### src/rtl/drfm_cfg_sequencer.sv
// DRFM configuration sequencer: accepts toggle-handshaked command words from the
// JTAG (TCK) domain and applies the flagged fields atomically on a datapath frame boundary.
module drfm_cfg_sequencer #(
    parameter int TIMEOUT = 1024,
    parameter int CNT_W   = 8
) (
    input  logic             CLK,
    input  logic             aclr,
    input  logic [31:0]      cmd_word,
    input  logic             cmd_toggle,
    input  logic             frame_sync,
    input  logic             err_clr,
    output logic             ack_toggle,
    output logic             busy,
    output logic [6:0]       delay_cfg,
    output logic [6:0]       doppler_cfg,
    output logic [6:0]       scale_cfg,
    output logic [6:0]       atten_cfg,
    output logic             cfg_load,
    output logic [3:0]       mode,
    output logic             err_timeout,
    output logic             err_overrun,
    output logic [CNT_W-1:0] cmd_count
);

    localparam int TMO_W = (TIMEOUT < 2) ? 1 : $clog2(TIMEOUT);
    localparam logic [TMO_W-1:0] TMO_LAST = TMO_W'(TIMEOUT - 1);

    typedef enum logic [2:0] {
        S_IDLE,
        S_CAPTURE,
        S_WAIT_FRAME,
        S_APPLY,
        S_ACK
    } state_t;

    state_t            state;
    state_t            state_next;
    logic              tog_sync1;
    logic              tog_sync2;
    logic              tog_prev;
    logic              tog_edge;
    logic [31:0]       cmd_q;
    logic              pending;
    logic [TMO_W-1:0]  wait_cnt;
    logic              any_flag;
    logic              do_capture;
    logic              do_apply;
    logic              do_ack;
    logic              timeout_hit;
    logic [3:0]        mode_apply;

    assign tog_edge = tog_sync2 ^ tog_prev;
    assign busy     = (state != S_IDLE);
    assign any_flag = cmd_q[7] | cmd_q[15] | cmd_q[23] | cmd_q[31];

    // cmd_toggle crosses from TCK: two synchronizer flops, then a history flop for edge detection
    always_ff @(posedge CLK or negedge aclr) begin
        if (!aclr) begin
            tog_sync1 <= 1'b0;
            tog_sync2 <= 1'b0;
            tog_prev  <= 1'b0;
        end else begin
            tog_sync1 <= cmd_toggle;
            tog_sync2 <= tog_sync1;
            tog_prev  <= tog_sync2;
        end
    end

    always_ff @(posedge CLK or negedge aclr) begin
        if (!aclr) begin
            state <= S_IDLE;
        end else begin
            state <= state_next;
        end
    end

    // Each state's action is registered on the edge that enters it, hence the do_* strobes
    always_comb begin
        state_next  = state;
        do_capture  = 1'b0;
        do_apply    = 1'b0;
        do_ack      = 1'b0;
        timeout_hit = 1'b0;
        case (state)
            S_IDLE: begin
                if (tog_edge || pending) begin
                    state_next = S_CAPTURE;
                    do_capture = 1'b1;
                end
            end
            S_CAPTURE: begin
                if (any_flag) begin
                    state_next = S_WAIT_FRAME;
                end else begin
                    state_next = S_ACK;
                    do_ack     = 1'b1;
                end
            end
            S_WAIT_FRAME: begin
                if (frame_sync) begin
                    state_next = S_APPLY;
                    do_apply   = 1'b1;
                end else if (wait_cnt >= TMO_LAST) begin
                    state_next  = S_APPLY;
                    do_apply    = 1'b1;
                    timeout_hit = 1'b1;
                end
            end
            S_APPLY: begin
                state_next = S_ACK;
                do_ack     = 1'b1;
            end
            S_ACK: begin
                state_next = S_IDLE;
            end
            default: begin
                state_next = S_IDLE;
            end
        endcase
    end

    always_comb begin
        mode_apply = 4'b0000;
        if (cmd_q[7]) begin
            mode_apply = 4'b0001;
        end else if (cmd_q[15]) begin
            mode_apply = 4'b1000;
        end else if (cmd_q[23]) begin
            mode_apply = 4'b0010;
        end else if (cmd_q[31]) begin
            mode_apply = 4'b0100;
        end
    end

    // Counts cycles since CAPTURE so the forced apply lands TIMEOUT cycles after capture
    always_ff @(posedge CLK or negedge aclr) begin
        if (!aclr) begin
            wait_cnt <= '0;
        end else if (do_capture) begin
            wait_cnt <= '0;
        end else if (state == S_CAPTURE || state == S_WAIT_FRAME) begin
            wait_cnt <= wait_cnt + 1'b1;
        end
    end

    always_ff @(posedge CLK or negedge aclr) begin
        if (!aclr) begin
            cmd_q       <= '0;
            pending     <= 1'b0;
            delay_cfg   <= '0;
            doppler_cfg <= '0;
            scale_cfg   <= '0;
            atten_cfg   <= '0;
            cfg_load    <= 1'b0;
            mode        <= '0;
            ack_toggle  <= 1'b0;
            cmd_count   <= '0;
            err_timeout <= 1'b0;
            err_overrun <= 1'b0;
        end else begin
            cfg_load <= 1'b0;
            if (do_capture) begin
                cmd_q <= cmd_word;
            end
            if (do_apply) begin
                if (cmd_q[7]) begin
                    delay_cfg <= cmd_q[6:0];
                end
                if (cmd_q[15]) begin
                    doppler_cfg <= cmd_q[14:8];
                end
                if (cmd_q[23]) begin
                    scale_cfg <= cmd_q[22:16];
                end
                if (cmd_q[31]) begin
                    atten_cfg <= cmd_q[30:24];
                end
                cfg_load <= 1'b1;
                mode     <= mode_apply;
            end
            if (do_ack) begin
                ack_toggle <= ~ack_toggle;
                cmd_count  <= cmd_count + 1'b1;
                if (state == S_CAPTURE) begin
                    mode <= 4'b0000;
                end
            end
            // A toggle seen mid-command is remembered and replayed once back in IDLE
            if (do_capture) begin
                pending <= 1'b0;
            end else if (tog_edge && busy) begin
                pending <= 1'b1;
            end
            if (tog_edge && busy) begin
                err_overrun <= 1'b1;
            end else if (err_clr) begin
                err_overrun <= 1'b0;
            end
            if (timeout_hit) begin
                err_timeout <= 1'b1;
            end else if (err_clr) begin
                err_timeout <= 1'b0;
            end
        end
    end

endmodule

### config.mk
export PLATFORM = sky130hd
export DESIGN_NAME = drfm_cfg_sequencer
export DESIGN_NICKNAME = d
export VERILOG_FILES = /design/src/rtl/drfm_cfg_sequencer.sv
export SDC_FILE = /design/constraint.sdc
export NUM_CORES = 1
export LEC_CHECK = 0
export CAP_MARGIN = 20
export CORE_MARGIN = 8
export CORE_UTILIZATION = 54
export CTS_CLUSTER_SIZE = 28
export DETAILED_ROUTE_END_ITERATION = 16
export PLACE_DENSITY = 0.92
export SLEW_MARGIN = 20
export SYNTH_ARGS = -nofsm -noshare
export SYNTH_HDL_FRONTEND = slang
export SYNTH_SLANG_ARGS = --single-unit
### constraint.sdc
create_clock -name CLK -period 3 [get_ports CLK]
set_clock_uncertainty 0.15 [all_clocks]
set_input_delay 0.6 -clock CLK [delete_from_list [all_inputs] [get_ports CLK]]
set_output_delay 0.6 -clock CLK [all_outputs]
set_load 0.005 [all_outputs]
==> flow_summary.yaml <==
outcome:
  status: "complete, no violations"
synth:
  synth_top_family_by_area: "simple AND/OR/NAND/NOR gates"
  muxShareOfSynthArea_pct: 8.688
  synth_simple_gate_area_share_pct: 19.87
  synth_edf_count: 0
  syn_avg_cell_area_sq_um: 11.36
  synthAdderAreaFrac_pct: 0.6658
  ys_seq_area_share_pct: 61.92
  syn_inst: 331
  synth-seq-cells: 93
  postSynthNetCount: 370
  synth_ff_type: "dfrtp_1"
  synth_cell_types: 39
  synth_xor_xnor_area_share_pct: 3.961
  synth-compound-area-share_pct: 3.129
  async_reset_ff_share_pct: 100.0
  syn_area_sq_um: 3759
  yosys_warnings: 0
clock_tree:
  htree_levels: 3
  insertion_delay_ns: 0.36
  clk_pin_slew_ns: 0.09
  clk_path_buf_depth: 2
  clock_sinks: 93
  cts_root_buf: "clkbuf_8"
  cts_tree: "built"
  post-cts-setup-buffers: 0
  cts_resized: 0
  hold_buffers: 0
  cts_inserted_buffers: 9
power:
  power.total_mw: 4.921
  leakage_nw: 2.219
  ir_worst_vdd_mv: 0.5198
  powerDensity_nw_per_um2: 1007
sta:
  setup_viol: 0
  rsz0062_at_grt: "no"
  worst_pin_slew_ns: 0.6704
  slew-limit-headroom_pct: 55.16
  setup_ws_ns: 0.3079
  fin_crit_sh_pct: 89.74
  report.final.hold_viol_count: 0
  period_needed_ns: 2.692
  fmaxAchievable_mhz: 371.5
  drv_slew: 0
  fin_hold_ws_ns: 0.07690
  setup_tns_ns: 0
floorplanning:
  die_h_um: 99.43
  ios: 82
  dieArea_sq_um: 9886
  dieWidth_um: 99.43
  core_sq_um: 6756
  rows: 30
  start_util_pct: 55.63
finish:
  syn_to_final_growth_pct: 29.96
  final_common_cell: "nand2_1"
  post-route-util_pct: 72.30
  drive_above_1_share_pct: 8.789
  postLayoutCellArea_sq_um: 4885
  diodes: 0
  nets: 455
  stdcell_count: 501
  final_cell_mix: "nand2_1, dfrtp_1, clkdlybuf4s50_1, mux2_1, xnor2_1"
critical_path:
  rrSetupSlack_ns: 0.77
  r2r-end: "delay_cfg[6]$_DFFE_PN0P_"
  cp_data_required_time_ns: 2.25
  crit_start: "state[2]$_DFFE_PN0P_"
  cp_cell_sequence: "nor3_1, inv_1, clkdlybuf4s50_1"
  cp_slowest_cell: "dfrtp_1"
  path_max_fanout: 12
  arrival_ns: 1.94
  worstRegToRegCells: 5
  crit_type: "reg2out"
  cp-end-kind: "primary output"
  startpoint_type: "flop"
  cpPeakStageDelay_ns: 0.54
  r2r-start: "wait_cnt[0]$_DFFE_PN0P_"
detailed_routing:
  vias_per_cell: 5.407
  first_iter_violations: 138
  drtPass1Iterations: 4
  antenna_left: 0
  drt_wl_total_um: 8458
  wl_per_cell_um: 16.88
  drc_errors: 0
  num_vias: 2709
grt:
  grt_usage_pct: 17.99
  antenna_found_initial: 0
  grt_overflow: 0
  grt_max_degree: 50
  grt_pass1_vias: 2894
  grt_pass1_wl_um: 13970
placement:
  numPortBuffers: 81
  place_ws_ns: 0.5266
  place.gp.congestion: 0.8164
  post-dp-hpwl_um: 6036
  placed_area_sq_um: 4662
  dp.cells: 485
hold_path:
  hold_class: "in2async"
run:
  drv_cap: 0
## power breakdown
group | internal, mW | total [mW] | switching, mW | leakage (nW)
sequential | 1.78 | 2.18 | 0.407 | 1.17
clock | 0.473 | 0.920 | 0.447 | 0.110
combinational | 0.941 | 1.82 | 0.876 | 0.939
total | 3.19 | 4.92 | 1.73 | 2.22
## how the worst max path moves through the flow
stage	to	depth (start not counted)	slack (ns)
after detailed placement	delay_cfg[1]$_DFFE_PN0P_	4	0.53
final	busy	3	0.31
after global placement	delay_cfg[5]$_DFFE_PN0P_	4	0.62
after floorplan	cmd_count[1]$_DFFE_PN0P_	3	1.07
after CTS	busy	3	0.30
after global routing	busy	3	0.23
## cell usage after synthesis (3+ instances only)
master / instances / area (sq um)
nand3_4: 4 / 70.07
xor2_1: 4 / 35.03
clkbuf_1: 5 / 18.77
nand3_1: 7 / 35.03
a21oi_1: 4 / 20.02
nor2_1: 12 / 45.04
xnor2_1: 13 / 113.9
nand2_1: 106 / 397.9
nor3_1: 3 / 15.01
o21ai_0: 9 / 45.04
or3_1: 3 / 18.77
dfrtp_1: 93 / 2327
nand4_1: 4 / 25.02
inv_1: 3 / 11.26
mux2_1: 24 / 270.3
mux2_2: 5 / 56.30
buf_2: 5 / 25.02
## kinds of logic after synthesis
group / Yosys count
flip-flops: 93
XOR/XNOR: 17
buffers and inverters: 15
multiplexers: 29
AO/OA/AOI/OAI: 19
adder cells (fa/ha/maj): 2
AND/OR/NAND/NOR: 156
## layer usage
metal  track usage [%]  part of all wire [%]
met1             20.98                    41
met5                 0                     0
met2             30.11                    51
met3             4.120                   5.1
met4             9.779                   2.4
## area by class of cell
cell class | count | area (sq um)
clock inverters | 7 | 98.84
well taps | 80 | 100.1
flip-flops and latches | 93 | 2327
multi-input cells | 223 | 1369
inverters | 4 | 15.01
fillers | 469 | 1872
repair buffers | 85 | 850.8
clock buffers | 9 | 123.9
## registers in the layout, indices dropped and copies added, names as in the netlist, 4 cells and up
signal	count
wait_cnt	10
mode	4
doppler_cfg	7
cmd_count	8
scale_cfg	7
atten_cfg	7
delay_cfg	7
cmd_q	32
## worst max-delay path, delay by kind of cell, from the launching register on
kind | cells | cell delay [ns]
buffers and inverters | 2 | 0.62
DFF | 1 | 0.54
and+or+nand+nor | 1 | 0.43
Note: power is estimated with default switching activity, not from simulation.
